**src/rtl/fp_mul_pipe_if.sv**
```systemverilog
// rtl/fp_mul_pipe_if.sv - operand/result bundle for the binary32 multiplier
interface fp_mul_pipe_if;
    logic [2:0]  r_mode;
    logic [31:0] fp_X;
    logic [31:0] fp_Y;
    logic [31:0] fp_Z;
    logic        ovrf;
    logic        udrf;

    modport master (output r_mode, fp_X, fp_Y, input fp_Z, ovrf, udrf);
    modport slave  (input r_mode, fp_X, fp_Y, output fp_Z, ovrf, udrf);
endinterface

```
**src/rtl/fp_mul_pipe.sv**
```systemverilog
// rtl/fp_mul_pipe.sv - binary32 multiplier, combinational datapath, registered result
module fp_mul_pipe (
    input  logic         clk,
    input  logic         rst_n,
    fp_mul_pipe_if.slave bus
);
    localparam logic [2:0] MODE_RNE = 3'b000;
    localparam logic [2:0] MODE_RTZ = 3'b001;
    localparam logic [2:0] MODE_RDN = 3'b010;
    localparam logic [2:0] MODE_RUP = 3'b011;
    localparam logic [2:0] MODE_RMM = 3'b100;

    localparam logic [31:0] QNAN    = 32'h7FC00000;
    localparam logic [30:0] INF_MAG = 31'h7F800000;
    localparam logic [30:0] MAX_MAG = 31'h7F7FFFFF;

    logic        w_sx, w_sy, w_sz;
    logic [7:0]  w_ex, w_ey;
    logic [22:0] w_fx, w_fy;
    logic        w_nan_x, w_nan_y, w_inf_x, w_inf_y, w_zero_x, w_zero_y;

    assign w_sx = bus.fp_X[31];
    assign w_sy = bus.fp_Y[31];
    assign w_ex = bus.fp_X[30:23];
    assign w_ey = bus.fp_Y[30:23];
    assign w_fx = bus.fp_X[22:0];
    assign w_fy = bus.fp_Y[22:0];
    assign w_sz = w_sx ^ w_sy;

    // Exponent zero covers both true zero and subnormals (flush-to-zero).
    assign w_nan_x  = (w_ex == 8'hFF) && (w_fx != 23'd0);
    assign w_nan_y  = (w_ey == 8'hFF) && (w_fy != 23'd0);
    assign w_inf_x  = (w_ex == 8'hFF) && (w_fx == 23'd0);
    assign w_inf_y  = (w_ey == 8'hFF) && (w_fy == 23'd0);
    assign w_zero_x = (w_ex == 8'h00);
    assign w_zero_y = (w_ey == 8'h00);

    logic [47:0]       w_prod;
    logic signed [9:0] w_e_prov, w_e_norm, w_e_rnd;
    logic [22:0]       w_kept;
    logic              w_guard, w_sticky, w_inc;
    logic [24:0]       w_sum;
    logic [22:0]       w_frac;

    assign w_prod   = {1'b1, w_fx} * {1'b1, w_fy};
    assign w_e_prov = $signed({2'b00, w_ex}) + $signed({2'b00, w_ey}) - 10'sd127;
    assign w_e_norm = w_prod[47] ? (w_e_prov + 10'sd1) : w_e_prov;

    always_comb begin
        if (w_prod[47]) begin
            w_kept   = w_prod[46:24];
            w_guard  = w_prod[23];
            w_sticky = |w_prod[22:0];
        end else begin
            w_kept   = w_prod[45:23];
            w_guard  = w_prod[22];
            w_sticky = |w_prod[21:0];
        end
    end

    always_comb begin
        w_inc = 1'b0;
        case (bus.r_mode)
            MODE_RTZ: w_inc = 1'b0;
            MODE_RDN: w_inc = (w_guard | w_sticky) & w_sz;
            MODE_RUP: w_inc = (w_guard | w_sticky) & ~w_sz;
            MODE_RMM: w_inc = w_guard;
            default:  w_inc = w_guard & (w_kept[0] | w_sticky);
        endcase
    end

    // On carry-out the sum is exactly 2^24, so the upper slice is all zeros.
    assign w_sum   = {1'b0, 1'b1, w_kept} + {24'd0, w_inc};
    assign w_frac  = w_sum[24] ? w_sum[23:1] : w_sum[22:0];
    assign w_e_rnd = w_e_norm + $signed({9'd0, w_sum[24]});

    logic [30:0] w_ovf_mag;

    always_comb begin
        w_ovf_mag = INF_MAG;
        case (bus.r_mode)
            MODE_RTZ: w_ovf_mag = MAX_MAG;
            MODE_RDN: w_ovf_mag = w_sz ? INF_MAG : MAX_MAG;
            MODE_RUP: w_ovf_mag = w_sz ? MAX_MAG : INF_MAG;
            default:  w_ovf_mag = INF_MAG;
        endcase
    end

    logic [31:0] w_z;
    logic        w_ovrf, w_udrf;

    always_comb begin
        w_z    = {w_sz, w_e_rnd[7:0], w_frac};
        w_ovrf = 1'b0;
        w_udrf = 1'b0;
        if (w_nan_x || w_nan_y) begin
            w_z = QNAN;
        end else if ((w_inf_x && w_zero_y) || (w_zero_x && w_inf_y)) begin
            w_z = QNAN;
        end else if (w_inf_x || w_inf_y) begin
            w_z = {w_sz, INF_MAG};
        end else if (w_zero_x || w_zero_y) begin
            w_z = {w_sz, 31'd0};
        end else if (w_e_norm < 10'sd1) begin
            w_z    = {w_sz, 31'd0};
            w_udrf = 1'b1;
        end else if (w_e_rnd > 10'sd254) begin
            w_z    = {w_sz, w_ovf_mag};
            w_ovrf = 1'b1;
        end
    end

    always_ff @(posedge clk or negedge rst_n) begin
        if (!rst_n) begin
            bus.fp_Z <= 32'h00000000;
            bus.ovrf <= 1'b0;
            bus.udrf <= 1'b0;
        end else begin
            bus.fp_Z <= w_z;
            bus.ovrf <= w_ovrf;
            bus.udrf <= w_udrf;
        end
    end
endmodule

```
**src/flat_wrapper.sv**
```systemverilog
// flat-port wrapper written by rule: the top's interface ports become plain ports
module fp_mul_pipe_flat 
  (clk, rst_n, bus_r_mode, bus_fp_X, bus_fp_Y, bus_fp_Z, bus_ovrf, bus_udrf);
  fp_mul_pipe_if bus_i ();
  input  logic clk;
  input  logic rst_n;
  input wire logic [$bits(bus_i.r_mode)-1:0] bus_r_mode;
  input wire logic [$bits(bus_i.fp_X)-1:0] bus_fp_X;
  input wire logic [$bits(bus_i.fp_Y)-1:0] bus_fp_Y;
  output wire logic [$bits(bus_i.fp_Z)-1:0] bus_fp_Z;
  output wire logic [$bits(bus_i.ovrf)-1:0] bus_ovrf;
  output wire logic [$bits(bus_i.udrf)-1:0] bus_udrf;
  assign bus_i.r_mode = bus_r_mode;
  assign bus_i.fp_X = bus_fp_X;
  assign bus_i.fp_Y = bus_fp_Y;
  assign bus_fp_Z = bus_i.fp_Z;
  assign bus_ovrf = bus_i.ovrf;
  assign bus_udrf = bus_i.udrf;
  fp_mul_pipe u_core (.clk(clk), .rst_n(rst_n), .bus(bus_i));
endmodule
```
**config.mk**
```make
export PLATFORM = sky130hd
export DESIGN_NAME = fp_mul_pipe_flat
export DESIGN_NICKNAME = d
export VERILOG_FILES = /design/src/rtl/fp_mul_pipe_if.sv /design/src/rtl/fp_mul_pipe.sv /design/src/flat_wrapper.sv
export SDC_FILE = /design/constraint.sdc
export NUM_CORES = 2
export LEC_CHECK = 0
export CORE_MARGIN = 2
export CORE_UTILIZATION = 30
export CTS_CLUSTER_SIZE = 20
export DETAILED_ROUTE_END_ITERATION = 8
export PLACE_DENSITY = 0.52
export SKIP_CTS_REPAIR_TIMING = 1
export SLEW_MARGIN = 30
export SYNTH_ARGS = -nofsm -noshare
export SYNTH_HDL_FRONTEND = slang
export SYNTH_SLANG_ARGS = --single-unit
export TNS_END_PERCENT = 5
```
**constraint.sdc**
```tcl
create_clock -name clk -period 0.8 [get_ports clk]
set_clock_uncertainty 0.15 [all_clocks]
set_input_delay 0.08 -clock clk [delete_from_list [all_inputs] [get_ports clk]]
set_output_delay 0.08 -clock clk [all_outputs]
set_load 0.03 [all_outputs]
```
==> results.sh <==
export IMPL_synth_seq_cells=34
export IMPL_critical_path_top_delay_family="adder cells"
export IMPL_critPathCaptureType="flop"
export IMPL_cpMostUsedCell="fa_1"
export IMPL_numCtsBuffers=5
export IMPL_area_growth_syn_to_layout_pct=32.79
export IMPL_async_reset_ff_share_pct=100.0
export IMPL_synth_edf_count=0
export IMPL_io_buffers=102
export IMPL_fillers=7708
export IMPL_critPathArrivalTime_ns=10.50
export IMPL_place_inst=4255
export IMPL_cp_endpoint="u_core.bus.fp_Z[19]"
export IMPL_drv_slew=0
export IMPL_fmaxAchievable_ghz=0.09562
export IMPL_final_cells=4285
export IMPL_fp_dieH_um=281.6
export IMPL_grt_pass1_vias=21070
export IMPL_syn_area_per_cell_um2=8.539
export IMPL_synth_mux_area_fraction_pct=0.7253
export IMPL_slew_headroom_pct=63.97
export IMPL_wl_mm=71.39
export IMPL_synth_xor_area_share_pct=3.323
export IMPL_fin_ws_ns=-9.658
export IMPL_worst_path_buf_inv=10
export IMPL_synth_compound_area_share_pct=9.310
export IMPL_wl_met2_mm=34.24
export IMPL_antennaDiodeCount=0
export IMPL_final_hold_violation_count=0
export IMPL_wl_met1_mm=32.83
export IMPL_tns_ns=-323.18
export IMPL_syn_nets=3446
export IMPL_dieArea_mm2=0.07929
export IMPL_initial_core_util_pct=30.39
export IMPL_worstSetupStartpoint="bus_fp_X[21]"
export IMPL_antenna_found_initial=0
export IMPL_viasPerCell=4.618
export IMPL_cts_root_buf="clkbuf_16"
export IMPL_path_class="in -> reg"
export IMPL_max_stage_delay_ns=0.56
export IMPL_synthAdderAreaFrac_pct=51.95
export IMPL_cts_tree="built"
export IMPL_drt_iter0_markers=977
export IMPL_synth_cells=2707
export IMPL_clock_sinks=34
export IMPL_grt_remaining_overflow=0
export IMPL_grt_use_total_pct=18.23
export IMPL_place_congestion=0.8736
export IMPL_top_layer="met4"
export IMPL_status="complete, but fails checks"
export IMPL_wl_met3_mm=3.115
export IMPL_core_area_mm2=0.07608
export IMPL_post_route_period_util_pct=1307
export IMPL_num_vias=19790
export IMPL_grt_pass1_wl_mm=114.8
export IMPL_cpMaxStageDelayCell="fa_1"
export IMPL_hold_class="in -> async"
export IMPL_worst_pin_slew_ns=0.5348
export IMPL_path_clk_slew_ns=0.05
export IMPL_clockBufferDepth=2
export IMPL_cp_data_required_time_ns=0.84
export IMPL_cp_depth=46
export IMPL_cp_start_kind="input pin"
export IMPL_final_layout_size_suffix_gt1_share_pct=22.70
export IMPL_ys_flop_type="dfrtp_1"
export IMPL_yosys_area_share_simple_pct=19.05
export IMPL_nets=3993
export IMPL_syn_area_mm2=0.02312
export IMPL_violations="setup timing"
export IMPL_synth_top_family_by_area="adder cells"
export IMPL_setup_viol=68
export IMPL_antenna_left=0
export IMPL_maxCapViolCount=0
export IMPL_grt_setup_unrepaired="true"
export IMPL_drt_first_pass_iters=7
export IMPL_synth_warnings=0
export IMPL_cts_max_level=2
export IMPL_rows=101
export IMPL_die_x_um=281.6
export IMPL_dp_hpwl_mm=61.48
export IMPL_synth_seq_area_share_pct=3.681
export IMPL_drc_errors=0
export IMPL_min_period_ns=10.46
export IMPL_ios=103
export IMPL_wire_per_inst_um=16.66
export IMPL_grt_max_degree=36
export IMPL_cp_max_fo=22
export IMPL_yosysUniqueCellTypes=91
## flip-flops by register name (all words and copies together) (netlist names)
| signal | count |
|---|---|
| u_core.bus.udrf | 1 |
| u_core.bus.ovrf | 1 |
| u_core.bus.fp_Z | 32 |
## worst min path at each step
| stage | start | to | slack [ns] | cells past startpoint |
|---|---|---|---|---|
| 4_1_cts | rst_n | u_core.bus.udrf | 0.03 | 2 |
| 3_3_place_gp | rst_n | u_core.bus.fp_Z[17] | 0.33 | 2 |
| 2_1_floorplan | rst_n | u_core.bus.fp_Z[0] | -0.37 | 0 |
| 3_5_place_dp | rst_n | u_core.bus.fp_Z[17] | 0.33 | 2 |
| 5_1_grt | rst_n | u_core.bus.fp_Z[14] | 0.05 | 2 |
| 6_report | rst_n | u_core.bus.fp_Z[17] | 0.01 | 2 |
## cell type report
class | instances | area, um2 | share of cell area [%]
repair buffers | 669 | 6222 | 20.27
inverters | 592 | 2241 | 7.300
clock buffers | 7 | 142.6 | 0.4647
flip-flops and latches | 34 | 850.8 | 2.772
well taps | 1030 | 1289 | 4.198
multi-input cells | 1952 | 19950 | 64.98
clock inverters | 1 | 5.005 | 0.01630
## cells in the final DEF, fill, tap and decap left out, drive strengths merged, types with 7 or more instances in the layout
master,n
a211oi,13
a21o,22
a21oi,73
a31oi,25
and2,237
and3,18
and4,12
buf,592
clkbuf,16
clkdlybuf4s50,44
dfrtp,34
dlymetal6s2s,24
fa,483
ha,187
inv,590
mux2i,10
nand2,343
nand2b,8
nand3,35
nand4,25
nor2,93
nor3,40
nor4,21
o211ai,16
o21a,10
o21ai,57
o31ai,11
or3,11
or4,7
xnor2,49
xor2,31
## routing by layer
metal	GRT usage, %	vias up
met4	2.673	0
met5	0	-
li1	-	9483
met1	26.20	9838
met3	1.376	56
met2	30.59	411
## cells by family (layout without fill, tap and decap cells)
| group | Yosys count | count (layout) |
|---|---|---|
| adder cells (fa/ha/maj) | 670 | 670 |
| AO/OA/AOI/OAI | 310 | 310 |
| flip-flops | 34 | 34 |
| multiplexers | 16 | 16 |
| XOR/XNOR | 83 | 83 |
| buffers and inverters | 721 | 1269 |
| AND/OR/NAND/NOR | 873 | 873 |
## metrics by stage
step	instance area, um2	hold WS (ns)	setup slack, ns	utilization (%)
final	30700	0.01454	-9.658	40.35
after global placement	29770	0.3312	-10.10	39.13
after global routing	30700	0.04856	-10.13	40.35
after floorplan	23600	-0.3656	-9.683	-
after CTS	29920	0.03423	-9.997	39.32
after detailed placement	29770	0.3337	-10.22	39.13
## Yosys cell counts, drive strengths merged (7+ instances only)
master | number | area (um2)
xor2 | 31 | 271.5
nand3 | 35 | 175.2
a31oi | 25 | 156.4
a21o | 22 | 165.2
o211ai | 16 | 140.1
ha | 187 | 2340
o31ai | 11 | 82.58
inv | 589 | 2211
and3 | 18 | 117.6
or3 | 11 | 68.82
nand2b | 8 | 50.05
a211oi | 13 | 107.6
nor3 | 40 | 221.5
fa | 483 | 9669
clkbuf | 105 | 394.1
nand2 | 343 | 1290
dfrtp | 34 | 850.8
nand4 | 25 | 162.6
a21oi | 73 | 372.9
and4 | 12 | 107.6
buf | 24 | 147.6
nor4 | 21 | 137.6
or4 | 7 | 52.55
mux2i | 10 | 100.1
and2 | 237 | 1483
xnor2 | 49 | 429.2
o21ai | 57 | 285.3
o21a | 10 | 75.07
nor2 | 93 | 351.6
Power is left out: the tool's default activity adds up to more than one toggle a clock period on the data nets, which glitch-free logic cannot reach.
